### src/rtl/banco_registros_param_pkg.sv
// Shared definitions for the parameterised register file: clear-FSM states
// and the offset the PC pseudo-register adds to the fetch address.
package banco_registros_param_pkg;

  typedef enum logic {
    IDLE  = 1'b0,
    CLEAR = 1'b1
  } state_t;

  localparam int PC_OFFSET = 8;

endpackage

### src/rtl/banco_read_port.sv
// One registered read port. The top address is not storage: it returns the
// fetch PC plus the fixed offset. A same-cycle write to the addressed storage
// register is forwarded so the port sees the new value (write-first).
module banco_read_port
  import banco_registros_param_pkg::*;
#(
  parameter int DATA_W = 32,
  parameter int ADDR_W = 4
) (
  input  logic              clk,
  input  logic              rst_n,
  input  logic [ADDR_W-1:0] ra,
  input  logic [DATA_W-1:0] stored,
  input  logic              wr_en,
  input  logic [ADDR_W-1:0] wa,
  input  logic [DATA_W-1:0] wd,
  input  logic [DATA_W-1:0] pc_in,
  output logic [DATA_W-1:0] rd
);

  localparam int               DEPTH   = 2 ** ADDR_W;
  localparam logic [ADDR_W-1:0] PC_ADDR = ADDR_W'(DEPTH - 1);

  // Register the selected source: PC substitution first, then bypass, then storage
  always_ff @(posedge clk or negedge rst_n) begin
    if (!rst_n) begin
      rd <= '0;
    end else if (ra == PC_ADDR) begin
      rd <= pc_in + DATA_W'(PC_OFFSET);
    end else if (wr_en && (wa == ra)) begin
      rd <= wd;
    end else begin
      rd <= stored;
    end
  end

endmodule

### src/rtl/banco_registros_param.sv
// Parameterised register file with N_RD registered read ports, one write
// port, a PC pseudo-register at the top address, and a sequential clear that
// zeroes one register per cycle while busy is high.
module banco_registros_param
  import banco_registros_param_pkg::*;
#(
  parameter int DATA_W = 32,
  parameter int ADDR_W = 4,
  parameter int N_RD   = 2
) (
  input  logic                     clk,
  input  logic                     rst_n,
  input  logic                     we,
  input  logic [ADDR_W-1:0]        wa,
  input  logic [DATA_W-1:0]        wd,
  input  logic [N_RD*ADDR_W-1:0]   ra,
  output logic [N_RD*DATA_W-1:0]   rd,
  input  logic [DATA_W-1:0]        pc_in,
  input  logic                     clr,
  output logic                     busy,
  output logic                     pc_wr,
  output logic [DATA_W-1:0]        pc_wd
);

  localparam int                DEPTH    = 2 ** ADDR_W;
  localparam logic [ADDR_W-1:0] PC_ADDR  = ADDR_W'(DEPTH - 1);
  localparam logic [ADDR_W-1:0] LAST_REG = ADDR_W'(DEPTH - 2);

  state_t            state;
  logic [ADDR_W-1:0] ptr;
  logic [DATA_W-1:0] regs [DEPTH-1];
  logic              wr_ok;

  // A write counts only when idle and not losing to a simultaneous clear
  assign wr_ok = we && !busy && !clr;

  // Clear sequencer: walk the pointer over every storage register, then idle
  always_ff @(posedge clk or negedge rst_n) begin
    if (!rst_n) begin
      state <= IDLE;
      ptr   <= '0;
      busy  <= 1'b0;
    end else begin
      case (state)
        IDLE: begin
          if (clr) begin
            state <= CLEAR;
            ptr   <= '0;
            busy  <= 1'b1;
          end
        end
        CLEAR: begin
          if (ptr == LAST_REG) begin
            state <= IDLE;
            ptr   <= '0;
            busy  <= 1'b0;
          end else begin
            ptr <= ptr + 1'b1;
          end
        end
        default: begin
          state <= IDLE;
          ptr   <= '0;
          busy  <= 1'b0;
        end
      endcase
    end
  end

  // Storage update: clearing takes priority, the PC address is never stored
  always_ff @(posedge clk or negedge rst_n) begin
    if (!rst_n) begin
      for (int i = 0; i < DEPTH - 1; i++) begin
        regs[i] <= '0;
      end
    end else if (state == CLEAR) begin
      regs[ptr] <= '0;
    end else if (wr_ok && (wa != PC_ADDR)) begin
      regs[wa] <= wd;
    end
  end

  // A write aimed at the PC becomes a one-cycle redirect pulse for fetch
  always_ff @(posedge clk or negedge rst_n) begin
    if (!rst_n) begin
      pc_wr <= 1'b0;
      pc_wd <= '0;
    end else begin
      pc_wr <= wr_ok && (wa == PC_ADDR);
      if (wr_ok && (wa == PC_ADDR)) begin
        pc_wd <= wd;
      end
    end
  end

  genvar k;
  generate
    for (k = 0; k < N_RD; k++) begin : g_rd
      logic [ADDR_W-1:0] ra_k;
      logic [DATA_W-1:0] stored_k;

      assign ra_k     = ra[k*ADDR_W +: ADDR_W];
      assign stored_k = regs[ra_k];

      banco_read_port #(
        .DATA_W (DATA_W),
        .ADDR_W (ADDR_W)
      ) u_port (
        .clk    (clk),
        .rst_n  (rst_n),
        .ra     (ra_k),
        .stored (stored_k),
        .wr_en  (wr_ok),
        .wa     (wa),
        .wd     (wd),
        .pc_in  (pc_in),
        .rd     (rd[k*DATA_W +: DATA_W])
      );
    end
  endgenerate

endmodule

### config.mk
export PLATFORM = sky130hd
export DESIGN_NAME = banco_registros_param
export DESIGN_NICKNAME = d
export VERILOG_FILES = /design/src/rtl/banco_registros_param_pkg.sv /design/src/rtl/banco_read_port.sv /design/src/rtl/banco_registros_param.sv
export SDC_FILE = /design/constraint.sdc
export NUM_CORES = 1
export LEC_CHECK = 0
export CAP_MARGIN = 40
export CORE_MARGIN = 1
export CORE_UTILIZATION = 35
export DETAILED_ROUTE_END_ITERATION = 6
export PLACE_DENSITY_LB_ADDON = 0.05
export SKIP_LAST_GASP = 1
export SLEW_MARGIN = 10
export SYNTH_ARGS = -nofsm -noshare
export SYNTH_HDL_FRONTEND = slang
export SYNTH_SLANG_ARGS = --single-unit
### constraint.sdc
create_clock -name clk -period 2.3 [get_ports clk]
set_input_delay 0.23 -clock clk [delete_from_list [all_inputs] [get_ports clk]]
set_output_delay 0.23 -clock clk [all_outputs]
set_load 0.02 [all_outputs]
==> impl_metrics.toml <==
[power]
p_per_area_mw_per_mm2 = 734
clockPowerShare_pct = 39.6
total_switching_power_mw = 8.68
power.ir.vdd_worst_uv = 458
seq_power_share_pct = 38.7
comb_power_share_pct = 21.7
total_leakage_power_nw = 17.3
power.share.switching_pct = 30.5
p_int_mw = 19.8

[global_route]
grt_pass1_vias = 25400
antenna_found_initial = 2
grt_start_max_net_pins = 81
gr-usage-all-layers_pct = 29.4
grt_first_pass_wirelength_mm = 184
grt_remaining_overflow = 0

[floorplanning]
die_w_um = 293
initial_utilization_pct = 35.4
fp.coreArea_mm2 = 0.0837
design.portCount = 178
fp-row-count = 106
fp.dieH_um = 293
fp.dieArea_mm2 = 0.0857

[worst_setup_path]
cpMostUsedCell = "sky130_fd_sc_hd__buf_4"
worstPathCellList = "clkdlybuf4s50_1 -> nand3_1 -> buf_4 -> nor3_1 -> buf_4 -> and3_1 -> xnor2_1 -> a21oi_2 -> buf_4"
cp-startpoint = "pc_in[12]"
critPathCaptureType = "flip-flop"
cp_max_fo = 4
critPathRequiredTime_ns = 2.86
critical_path.max_stage_delay_ns = 0.61
worst_ep_arrival_time_ns = 2.90
timing.critical_path.from_type = "input pin"
worst-setup-path-type = "input pin to flip-flop"
reg2reg_from = "busy"
worst_path_max_delay_cell = "sky130_fd_sc_hd__clkdlybuf4s50_1"

[routing]
routed_wl_mm = 127
drt-wirelength-per-cell_um = 32.2
routed-via-count = 24700
detail_route.drc_violations = 0
drt_pre_antenna_iters = 7
via_per_inst = 6.24
antenna_left = 0
dr.first_iter.drc_count = 2285

[placement]
placement.io_buffers = 177
detailedPlacementHpwl_mm = 89.1
post-place-cells = 3825
gp_congestion = 0.949

[timing]
slew-limit-headroom_pct = 46.1
grt_setup_unrepaired = "yes"
setup_violations = 5
worstMarginPinSlew_ns = 0.806
timing_hold_violations_final = 0
fmax_ghz = 0.427
timing_max_transition_violations_final = 0
finClkSkew_ns = 0.0212
final_critical_path_setup_slack_ns = -0.0405
final.period_utilization_pct = 102
shortest_period_the_worst_path_allows_ns = 2.34

[layout]
post_route_cells_drive_above_1_share_pct = 27.8
area.growth.synth_to_final_pct = 31.0
insertedDiodeCount = 0
fin_nets = 2856
final_core_utilization_pct = 46.3
post_layout_nonfiller_instances = 3957

[synth]
synth.yosys.warnings = 0
syn-instance-count = 2381
synth_area_mm2 = 0.0296
yosys.cell_types.count = 58
synth_enable_flop_cells = 0
postSynthRegisterBits = 583
dominantRegCellSynth = "sky130_fd_sc_hd__dfrtp_1"
synth_seq_area_share_pct = 49.3
synthArstFlopShare_pct = 100
postSynthNetCount = 2462
post_synth.cell_area_avg_um2 = 12.4

[status]
failed_checks = "setup timing"
outcome = "complete, but fails checks"

[job]
max_cap_viol_count = 0

[clocking]
cts_sinks = 583
cts_root_buffer = "sky130_fd_sc_hd__clkbuf_16"
h-tree-depth = 3
clk_transition_reported_paths_ns = 0.06
cts_tree = "done"
tritoncts.num_buffers = 70
worst_skew_pair.late_latency_ns = 0.62
cts_max_path_buffers = 3

[worst_hold_path]
worstHoldPathType = "input pin to async pin"
metal layers:
| layer | GRT usage, % | part of all wire, % | wire length [um] | vias to the layer above |
|---|---|---|---|---|
| li1 | - | - | - | 10200 |
| met5 | 0 | 0.020 | 26 | - |
| met4 | 12.6 | 4.6 | 5840 | 4 |
| met2 | 46.1 | 46 | 58100 | 1225 |
| met3 | 4.55 | 6.4 | 8210 | 253 |
| met1 | 40.6 | 43 | 55100 | 13000 |
synth_stat cells, types with 16 or more instances:
library cell	instances	share of area [%]
sky130_fd_sc_hd__a22o_1	490	14
sky130_fd_sc_hd__dfrtp_1	583	49
sky130_fd_sc_hd__a22oi_1	41	1.0
sky130_fd_sc_hd__a21oi_1	39	0.66
sky130_fd_sc_hd__nor2_1	80	1.0
sky130_fd_sc_hd__buf_1	43	0.55
sky130_fd_sc_hd__o21ai_0	37	0.63
sky130_fd_sc_hd__nand3_1	16	0.27
sky130_fd_sc_hd__xor2_1	22	0.65
sky130_fd_sc_hd__mux2i_1	193	6.5
sky130_fd_sc_hd__a31oi_1	40	0.85
sky130_fd_sc_hd__nand2_1	52	0.66
sky130_fd_sc_hd__nor3_1	17	0.29
sky130_fd_sc_hd__a211oi_1	24	0.61
sky130_fd_sc_hd__a221oi_1	20	0.59
sky130_fd_sc_hd__clkbuf_1	173	2.2
sky130_fd_sc_hd__buf_2	77	1.3
sky130_fd_sc_hd__mux2_2	44	1.7
sky130_fd_sc_hd__and3_1	18	0.38
sky130_fd_sc_hd__o22ai_1	41	0.87
sky130_fd_sc_hd__o211ai_1	48	1.2
sky130_fd_sc_hd__mux4_2	139	11
timing repair:
action                                 CTS  global route
endpoints found under the hold margin   87             0
setup endpoints to repair               39            98
buffers inserted                         4             4
hold buffers                             1             0
gates resized for setup                  1             4
cloned                                   0             3
pin swaps                                1             3
power by group through the flow:
stage / clock [mW] / sequential [mW] / combinational, mW
after floorplan: 0 / 11.3 / 2.17
after global placement: 0 / 11.2 / 5.90
after detailed placement: 0 / 11.2 / 6.01
after CTS: 11.5 / 11.0 / 6.09
after global routing: 11.9 / 11.0 / 6.40
final: 11.3 / 11.0 / 6.17
critical path: cells and delay by family:
kind / cells / cell delay (ns)
AND/OR/NAND/NOR: 3 / 0.94
AO/OA/AOI/OAI: 1 / 0.32
buffers and inverters: 4 / 1.30
XOR/XNOR: 1 / 0.12
state kept, by name (all words and copies together), names as in the netlist:
name,cells
ptr,4
regs,480
state,1
pc_wd,32
busy,1
pc_wr,1
g_rd.u_port.rd,64
worst paths after layout:
path / endpoint / slack (ns) / cells after the start
max: g_rd[1].u_port.rd[17] / -0.04 / 9
min: regs[197] / 0.10 / 2
max reg2reg: regs[49] / -0.02 / 7
min reg2reg: regs[47] / 0.50 / 1
max in group asynchronous: regs[385] / 1.19 / 3
min in group clk: g_rd[0].u_port.rd[4] / 0.27 / 4
kinds of logic after synthesis:
kind of cell	Yosys count	synth area share [%]
XOR/XNOR	36	1.07
flip-flops	583	49.3
buffers and inverters	310	4.27
multiplexers	376	18.8
adder cells (fa/ha/maj)	1	0.0423
AND/OR/NAND/NOR	248	4.21
AO/OA/AOI/OAI	827	22.3
cell type report:
type                       count  area [um^2]
fill                        7530        44900
sequential                   583        14600
multi-input combinational   1488        14100
timing repair buffer         616         6340
clock buffer                 103         2090
tap                         1134         1420
clock inverter                17          189
inverter                      16         60.1
through the flow:
stage / setup WS (ns) / total power, mW / instance area (um^2) / setup TNS, ns / hold WS [ns]
floorplan: 0.0589 / 13.5 / 29600 / 0 / -0.0656
global placement: -0.666 / 17.1 / 36300 / -84.92 / 0.174
detailed placement: -0.614 / 17.2 / 36300 / -78.94 / 0.181
CTS: -0.0320 / 28.6 / 38700 / -0.661 / 0.123
global route: -0.0379 / 29.3 / 38800 / -0.497 / 0.114
finish: -0.0405 / 28.5 / 38800 / -0.0605 / 0.104
placed cells by master, fill, tap and decap left out, types with 6 or more instances in the layout:
| cell type | instances |
|---|---|
| sky130_fd_sc_hd__a31o_2 | 6 |
| sky130_fd_sc_hd__and3_1 | 18 |
| sky130_fd_sc_hd__buf_6 | 7 |
| sky130_fd_sc_hd__a21oi_1 | 31 |
| sky130_fd_sc_hd__a22oi_1 | 41 |
| sky130_fd_sc_hd__nand3_1 | 16 |
| sky130_fd_sc_hd__nor2b_1 | 12 |
| sky130_fd_sc_hd__clkinv_2 | 10 |
| sky130_fd_sc_hd__buf_12 | 96 |
| sky130_fd_sc_hd__clkbuf_16 | 75 |
| sky130_fd_sc_hd__o21ai_0 | 37 |
| sky130_fd_sc_hd__nand2b_1 | 11 |
| sky130_fd_sc_hd__mux4_2 | 139 |
| sky130_fd_sc_hd__mux2i_1 | 193 |
| sky130_fd_sc_hd__nor3_1 | 13 |
| sky130_fd_sc_hd__a211oi_1 | 24 |
| sky130_fd_sc_hd__clkbuf_8 | 16 |
| sky130_fd_sc_hd__a22o_1 | 490 |
| sky130_fd_sc_hd__nor2_4 | 12 |
| sky130_fd_sc_hd__mux2_2 | 44 |
| sky130_fd_sc_hd__o22ai_1 | 41 |
| sky130_fd_sc_hd__o211ai_1 | 48 |
| sky130_fd_sc_hd__xnor2_1 | 14 |
| sky130_fd_sc_hd__a221oi_1 | 20 |
| sky130_fd_sc_hd__nor2_1 | 71 |
| sky130_fd_sc_hd__dfrtp_1 | 583 |
| sky130_fd_sc_hd__buf_4 | 337 |
| sky130_fd_sc_hd__o221ai_1 | 15 |
| sky130_fd_sc_hd__inv_1 | 15 |
| sky130_fd_sc_hd__a21oi_4 | 8 |
| sky130_fd_sc_hd__clkbuf_1 | 15 |
| sky130_fd_sc_hd__nand4_1 | 11 |
| sky130_fd_sc_hd__xor2_1 | 22 |
| sky130_fd_sc_hd__nand2_1 | 52 |
| sky130_fd_sc_hd__o32ai_1 | 6 |
| sky130_fd_sc_hd__clkdlybuf4s50_1 | 168 |
| sky130_fd_sc_hd__a31oi_1 | 34 |
Power figures use the tool's default switching activity.
